**src/rtl/alu_arbiter.sv**
```systemverilog
// alu_arbiter: shares one combinational ALU between two requesters.
// A round-robin pointer picks the requester. The operands are held while the
// ALU settles. The result and NZCV flags are then captured and returned on a
// per-requester response channel.
//
// Handshake rule (request and response sides): a transfer happens on a rising
// edge where valid and ready are both high. Once valid is raised it stays high,
// with its payload stable, until that edge.
module alu_arbiter #(
    parameter int unsigned SETTLE_CYCLES = 3
) (
    input  logic             clk,
    input  logic             reset_n,
    input  logic [1:0]       req_valid,
    output logic [1:0]       req_ready,
    input  logic [1:0][63:0] req_a,
    input  logic [1:0][63:0] req_b,
    input  logic [1:0][2:0]  req_cntrl,
    input  logic [1:0]       req_setflags,
    output logic [63:0]      alu_a,
    output logic [63:0]      alu_b,
    output logic [2:0]       alu_cntrl,
    input  logic [63:0]      alu_result,
    input  logic             alu_negative,
    input  logic             alu_zero,
    input  logic             alu_overflow,
    input  logic             alu_carry_out,
    output logic [1:0]       rsp_valid,
    input  logic [1:0]       rsp_ready,
    output logic [63:0]      rsp_result,
    output logic [3:0]       rsp_flags,
    output logic [3:0]       flags,
    output logic             busy
);

    typedef enum logic [1:0] {
        IDLE   = 2'd0,
        SETTLE = 2'd1,
        RESP   = 2'd2
    } state_t;

    localparam logic [3:0] CNT_LOAD = 4'(SETTLE_CYCLES - 1);

    state_t      state_q, state_d;
    logic        ptr_q, ptr_d;
    logic        owner_q, owner_d;
    logic [3:0]  cnt_q, cnt_d;
    logic [63:0] a_q, a_d;
    logic [63:0] b_q, b_d;
    logic [2:0]  cntrl_q, cntrl_d;
    logic        sf_q, sf_d;
    logic [63:0] res_q, res_d;
    logic [3:0]  rflags_q, rflags_d;
    logic [3:0]  flags_q, flags_d;

    logic [1:0]  grant;
    logic        gnt_idx;
    logic [3:0]  alu_nzcv;

    assign alu_nzcv = {alu_negative, alu_zero, alu_carry_out, alu_overflow};
    assign gnt_idx  = grant[1];

    // Priority grant: the pointer's requester wins if valid, else the other one.
    always_comb begin
        grant = 2'b00;
        if (reset_n && (state_q == IDLE)) begin
            if (req_valid[ptr_q]) begin
                grant[ptr_q] = 1'b1;
            end else if (req_valid[~ptr_q]) begin
                grant[~ptr_q] = 1'b1;
            end
        end
    end

    // Next-state: accept, count down the settle window, capture, then hand back.
    always_comb begin
        state_d  = state_q;
        ptr_d    = ptr_q;
        owner_d  = owner_q;
        cnt_d    = cnt_q;
        a_d      = a_q;
        b_d      = b_q;
        cntrl_d  = cntrl_q;
        sf_d     = sf_q;
        res_d    = res_q;
        rflags_d = rflags_q;
        flags_d  = flags_q;
        case (state_q)
            IDLE: begin
                if (|grant) begin
                    a_d     = req_a[gnt_idx];
                    b_d     = req_b[gnt_idx];
                    cntrl_d = req_cntrl[gnt_idx];
                    sf_d    = req_setflags[gnt_idx];
                    owner_d = gnt_idx;
                    cnt_d   = CNT_LOAD;
                    state_d = SETTLE;
                end
            end
            SETTLE: begin
                if (cnt_q == 4'd0) begin
                    res_d    = alu_result;
                    rflags_d = alu_nzcv;
                    if (sf_q) begin
                        flags_d = alu_nzcv;
                    end
                    state_d = RESP;
                end else begin
                    cnt_d = cnt_q - 4'd1;
                end
            end
            RESP: begin
                // Only the owner's rsp_ready matters; no new accept on this edge.
                if (rsp_ready[owner_q]) begin
                    ptr_d   = ~owner_q;
                    state_d = IDLE;
                end
            end
            default: state_d = IDLE;
        endcase
    end

    // State register with synchronous active-low clear.
    always_ff @(posedge clk) begin
        if (!reset_n) begin
            state_q  <= IDLE;
            ptr_q    <= 1'b0;
            owner_q  <= 1'b0;
            cnt_q    <= 4'd0;
            a_q      <= 64'd0;
            b_q      <= 64'd0;
            cntrl_q  <= 3'd0;
            sf_q     <= 1'b0;
            res_q    <= 64'd0;
            rflags_q <= 4'd0;
            flags_q  <= 4'd0;
        end else begin
            state_q  <= state_d;
            ptr_q    <= ptr_d;
            owner_q  <= owner_d;
            cnt_q    <= cnt_d;
            a_q      <= a_d;
            b_q      <= b_d;
            cntrl_q  <= cntrl_d;
            sf_q     <= sf_d;
            res_q    <= res_d;
            rflags_q <= rflags_d;
            flags_q  <= flags_d;
        end
    end

    // Response valid goes to the owner only while the result is being offered.
    always_comb begin
        rsp_valid = 2'b00;
        if (state_q == RESP) begin
            rsp_valid[owner_q] = 1'b1;
        end
    end

    assign req_ready  = grant;
    assign alu_a      = a_q;
    assign alu_b      = b_q;
    assign alu_cntrl  = cntrl_q;
    assign rsp_result = res_q;
    assign rsp_flags  = rflags_q;
    assign flags      = flags_q;
    assign busy       = (state_q != IDLE);

endmodule
```
**config.mk**
```make
export PLATFORM = sky130hd
export DESIGN_NAME = alu_arbiter
export DESIGN_NICKNAME = d
export VERILOG_FILES = /design/src/rtl/alu_arbiter.sv
export SDC_FILE = /design/constraint.sdc
export NUM_CORES = 1
export LEC_CHECK = 0
export BUFFER_PORTS_ARGS = -buffer_cell sky130_fd_sc_hd__buf_2
export CORE_AREA = 4 4 213 215
export CTS_CLUSTER_DIAMETER = 80
export DETAILED_ROUTE_END_ITERATION = 10
export DIE_AREA = 0 0 217 219
export GPL_ROUTABILITY_DRIVEN = 0
export SYNTH_ARGS = -nofsm -noshare
export SYNTH_HDL_FRONTEND = slang
export SYNTH_SLANG_ARGS = --single-unit
```
**constraint.sdc**
```tcl
create_clock -name clk -period 2.3 [get_ports clk]
set_input_delay 0.46 -clock clk [delete_from_list [all_inputs] [get_ports clk]]
set_output_delay 0.46 -clock clk [all_outputs]
set_load 0.1 [all_outputs]
```
After elaboration in Yosys (flattened, before gate mapping)
Index checks and enable logic that the tools add are counted.
{"block": "classes", "add_sub_neg": 1, "order_cmp": 7, "eq_ne": 6, "muxes": 31, "bitwise": 2, "n_reduce_logical": 15}
{"cell": "2-to-1 mux 64 bit", "n": 4}
{"cell": "2-to-1 mux 2 bit", "n": 7}
{"cell": "2-to-1 mux 1 bit", "n": 11}
{"cell": "AND reduction 3 bit", "n": 3}
{"cell": "less-than comparator 1 x 2 -> 1 bit (second input constant)", "n": 4}
{"cell": "2-to-1 mux 4 bit", "n": 2}
{"cell": "one-hot mux 4 bit (2 select lines)", "n": 1}
{"cell": "2-to-1 mux 3 bit", "n": 2}
{"cell": "!= test 2 bit (second input constant)", "n": 3}
{"cell": "one-hot mux 2 bit (3 select lines)", "n": 1}
{"cell": "AND reduction 2 bit", "n": 3}
{"cell": "logical AND 1 bit", "n": 4}
{"cell": "zero test 4 bit", "n": 1}
{"cell": "nonzero test 2 bit", "n": 2}
{"cell": "subtractor 4 x 1 -> 4 bit (second input constant)", "n": 1}
{"cell": "demux 1 bit (select 1 bit)", "n": 3}
{"cell": "greater-or-equal comparator 1 bit (second input constant)", "n": 3}
{"cell": "equality test 2 x 1 -> 1 bit (second input constant)", "n": 1}
{"cell": "equality test 2 bit (second input constant)", "n": 1}
{"cell": "zero test 2 bit", "n": 1}
{"cell": "!= test 2 x 1 -> 1 bit (second input constant)", "n": 1}
{"cell": "NOT 1 bit", "n": 2}
{"cell": "OR reduction 2 bit", "n": 1}
{"block": "word_totals", "reg_bits": 212, "inputBits": 338, "out_inout_bits": 208, "wordCells": 73}

Depth between registers and ports, before layout
{"block": "logic_depth", "depth_word": 11, "ltp_mapped": 7, "mapped_depth_nobuf": 5}

Least setup slack after synthesis
Ideal clock, no wire load.
{"block": "synth_timing", "path_kind": "in2out", "start": "input reset_n", "end": "output req_ready[0]", "arrival_time_ns": 3.494, "t_required_ns": 1.840, "slack_ns": -1.654, "cell_stages": 5, "n_path_buf": 3, "path_cell_list": "or3b_1 > buf_2 > buf_6 > buf_6 > a211oi_1"}
{"block": "synth_via", "elab_chain_len": 2}
{"item": "start, declared", "line": "13", "source": "input logic reset_n,"}
{"item": "logical AND 1 bit", "line": "66", "source": "if (reset_n && (state_q == IDLE)) begin"}
{"item": "2-to-1 mux 2 bit", "line": "66"}
{"item": "end, declared", "line": "15", "source": "output logic [1:0] req_ready,"}
No other way between the ends.

Final worst setup path
{"block": "layout_timing", "start": "register state_q[0]", "end": "output req_ready[1]"}
{"block": "layout_via", "elab_chain_len": 3}
{"item": "start, declared", "line": "44", "source": "state_t state_q, state_d;"}
{"item": "start signal, assigned", "line": "138", "source": "state_q <= state_d;"}
{"item": "zero test 2 bit", "line": "66"}
{"item": "logical AND 1 bit", "line": "66"}
{"item": "2-to-1 mux 2 bit", "line": "66"}
No other way between the ends.

==> out/summary.txt <==
Outcome - finished clean
First DRT Iteration DRCs - 928
Clock transition at path regs - 60 ps
DP Area - 0.0136 mm2
IO Count - 546
Final period utilization - 99.4%
Max_cap viols - 0
FF+latch count, synth - 212
Hpwl dp - 31200 um
Total Power - 13.1 mW
Initial core utilization - 23.1%
Placed cells - 2202
Die W - 217 um
DIE HEIGHT - 219 um
R2R Path Start - state_q[1]$_SDFFE_PN0P_
DRT Pass-1 Iters - 5
Grt ovf - 0
RSZ-0062 raised after global routing - true
Via/cell ratio - 5.44
WHS Endpoint - rsp_result[54]$_SDFFE_PN0P_
Syn nets - 1537
FMAX - 438 MHz
Final nets - 1983
Critical path class - flip-flop to output pin
DRC violations left - 0
Largest fanout on the critical path - 4
Mapped Cells - 1197
Layout cells sized above 1 - 40.1%
Synth Warn # - 0
CP startpoint - state_q[0]$_SDFFE_PN0P_
Longest Clk Path Bufs - 3
Cell with the most instances after synthesis - dfxtp_1
Reg2reg path depth - 6
CTS Buf Count - 26
CTS tree - built
Fillers - 4660
Final hold vios - 0
Area share of the largest cell type after synthesis - 41.9%
Clock Skew - 5.84 ps
Clk sink count - 212
Routed len/inst - 20.1 um
Overall routing resource usage - 17.1%
Count of different cell masters after synthesis - 37
Hold depth - 3
Hold_sp - alu_result[54]
Dpl ws - 179 ps
Util after Layout - 33.2%
Finished Cell Area - 0.0145 mm2
Clk Latency, worst-skew pair - 540 ps
Vias in the first global route - 11500
Area grow syn2layout - 43.5%
Slew headroom - 56.5%
Final setup viols - 0
Synth Flop Type - dfxtp_1
Setup ws final - 14.4 ps
Syn Std Cell Area - 0.0101 mm2
Reg2Reg Setup Slack - 190 ps
Maximum number of pins on one net before global-route repair - 122
First-pass GRT wire length - 66800 um
Post-Layout Cell Count - 2256
Worst hold slack - 167 ps
Worst r2r dst - alu_b[51]$_SDFFE_PN0P_
Initial antenna violation count - 2
PortBufs - 545
Setup TNS - 0 ps
Worst hold path type - primary input to flip-flop
Fin crit period - 2290 ps
Antenna viol nets, final - 0
WP data arrival - 1830 ps
CTS H-tree depth - 1
Ranking of synthesized cells by area - dfxtp_1, a311oi_1, a21oi_1, o31ai_1, nand4_1
Leakage - 5.91 nW
Rows - 77
CP startpoint kind - flip-flop
Slew Limit Fails - 0
Vias - 12300
Synthesized area per cell - 8.45 um2
Leading area contributor after synthesis - dfxtp_1
Peak supply drop - 401 uV
Core area - 0.0437 mm2
Least-Margin Pin Slew - 652 ps
Routed WL - 45300 um
Most frequent cells after synthesis - dfxtp_1, a21oi_1, a311oi_1, nand4_1, o31ai_1
Die footprint - 0.0475 mm2
FFs w/ async S/R, synth - 0%
Post-synth EDFFs - 0
PwrDens - 901 mW/mm2
CP Capture Type - output pin
Clk root buf - clkbuf_16
Required @ worst endpoint - 1840 ps
Sequential cell area fraction in the yosys report - 41.9%
-- state kept, by name, indices dropped and copies added, names as in the netlist --
signal      flops
alu_a          64
alu_b          64
rsp_result     64
cnt_q           4
flags           4
rsp_flags       4
alu_cntrl       3
state_q         2
owner_q         1
ptr_q           1
sf_q            1
-- timing repair --
| action | CTS | global route |
|---|---|---|
| gates cloned | 0 | 0 |
| pin swaps | 2 | 1 |
| setup buffers | 5 | 0 |
| hold buffers | 0 | 0 |
| endpoints found under the setup margin | 5 | 4 |
| endpoints found under the hold margin | 0 | 0 |
| gates resized for setup | 8 | 2 |
-- critical path, cell delays in order (launching register included) --
cell	delay [ps]
dfxtp_4	350
or3b_4	490
nor3_4	230
buf_12	210
-- cells by family after synthesis --
family,Yosys count,share of synthesized area [%]
AOI/OAI and AO/OA,548,35.4
and+or+nand+nor,234,13.5
DFF,212,41.9
buffers and inverters,195,8.27
muxes,6,0.594
adders and majority gates,2,0.247
-- worst max-delay path by stage --
stage,end
final,req_ready[1]
after global routing,req_ready[1]
after CTS,req_ready[1]
after detailed placement,alu_a[29]$_SDFFE_PN0P_
after global placement,alu_a[19]$_SDFFE_PN0P_
after floorplan,req_ready[0]
-- where the power goes --
part	total (mW)	internal, mW	switching (mW)
combinational	4.84	1.04	3.80
sequential	4.18	4.00	0.183
clock	4.06	2.41	1.65
-- layout by cell type, fill, tap and decap left out, types with 3 or more instances in the layout --
| master | instances |
|---|---|
| a21oi_1 | 206 |
| a311oi_1 | 132 |
| buf_12 | 26 |
| buf_2 | 539 |
| buf_4 | 38 |
| buf_6 | 3 |
| clkbuf_1 | 5 |
| clkbuf_16 | 27 |
| clkbuf_8 | 5 |
| clkinv_2 | 6 |
| dfxtp_1 | 210 |
| inv_1 | 5 |
| mux2i_1 | 6 |
| nand2_1 | 9 |
| nand3_1 | 69 |
| nand4_1 | 132 |
| nor2_1 | 3 |
| o21ai_0 | 72 |
| o31ai_1 | 132 |
-- per-layer routing --
metal	global-route usage [%]	vias to the layer above	wire length [um]
met5	0	-	13
met4	5.02	2	1250
met3	3.54	81	3490
met2	29.2	605	22000
met1	22.0	5922	18500
li1	-	5659	-
-- area by class of cell --
type | count | area (um2) | share of cell area [%]
timing repair buffer | 606 | 3540 | 24.4
inverter | 7 | 33.8 | 0.233
sequential | 212 | 4250 | 29.3
antenna | 2 | 5.00 | 0.0345
multi-input combinational | 790 | 5100 | 35.2
clock buffer | 37 | 763 | 5.26
tap | 592 | 741 | 5.10
clock inverter | 10 | 83.8 | 0.577
(Power assumes the default switching activity.)
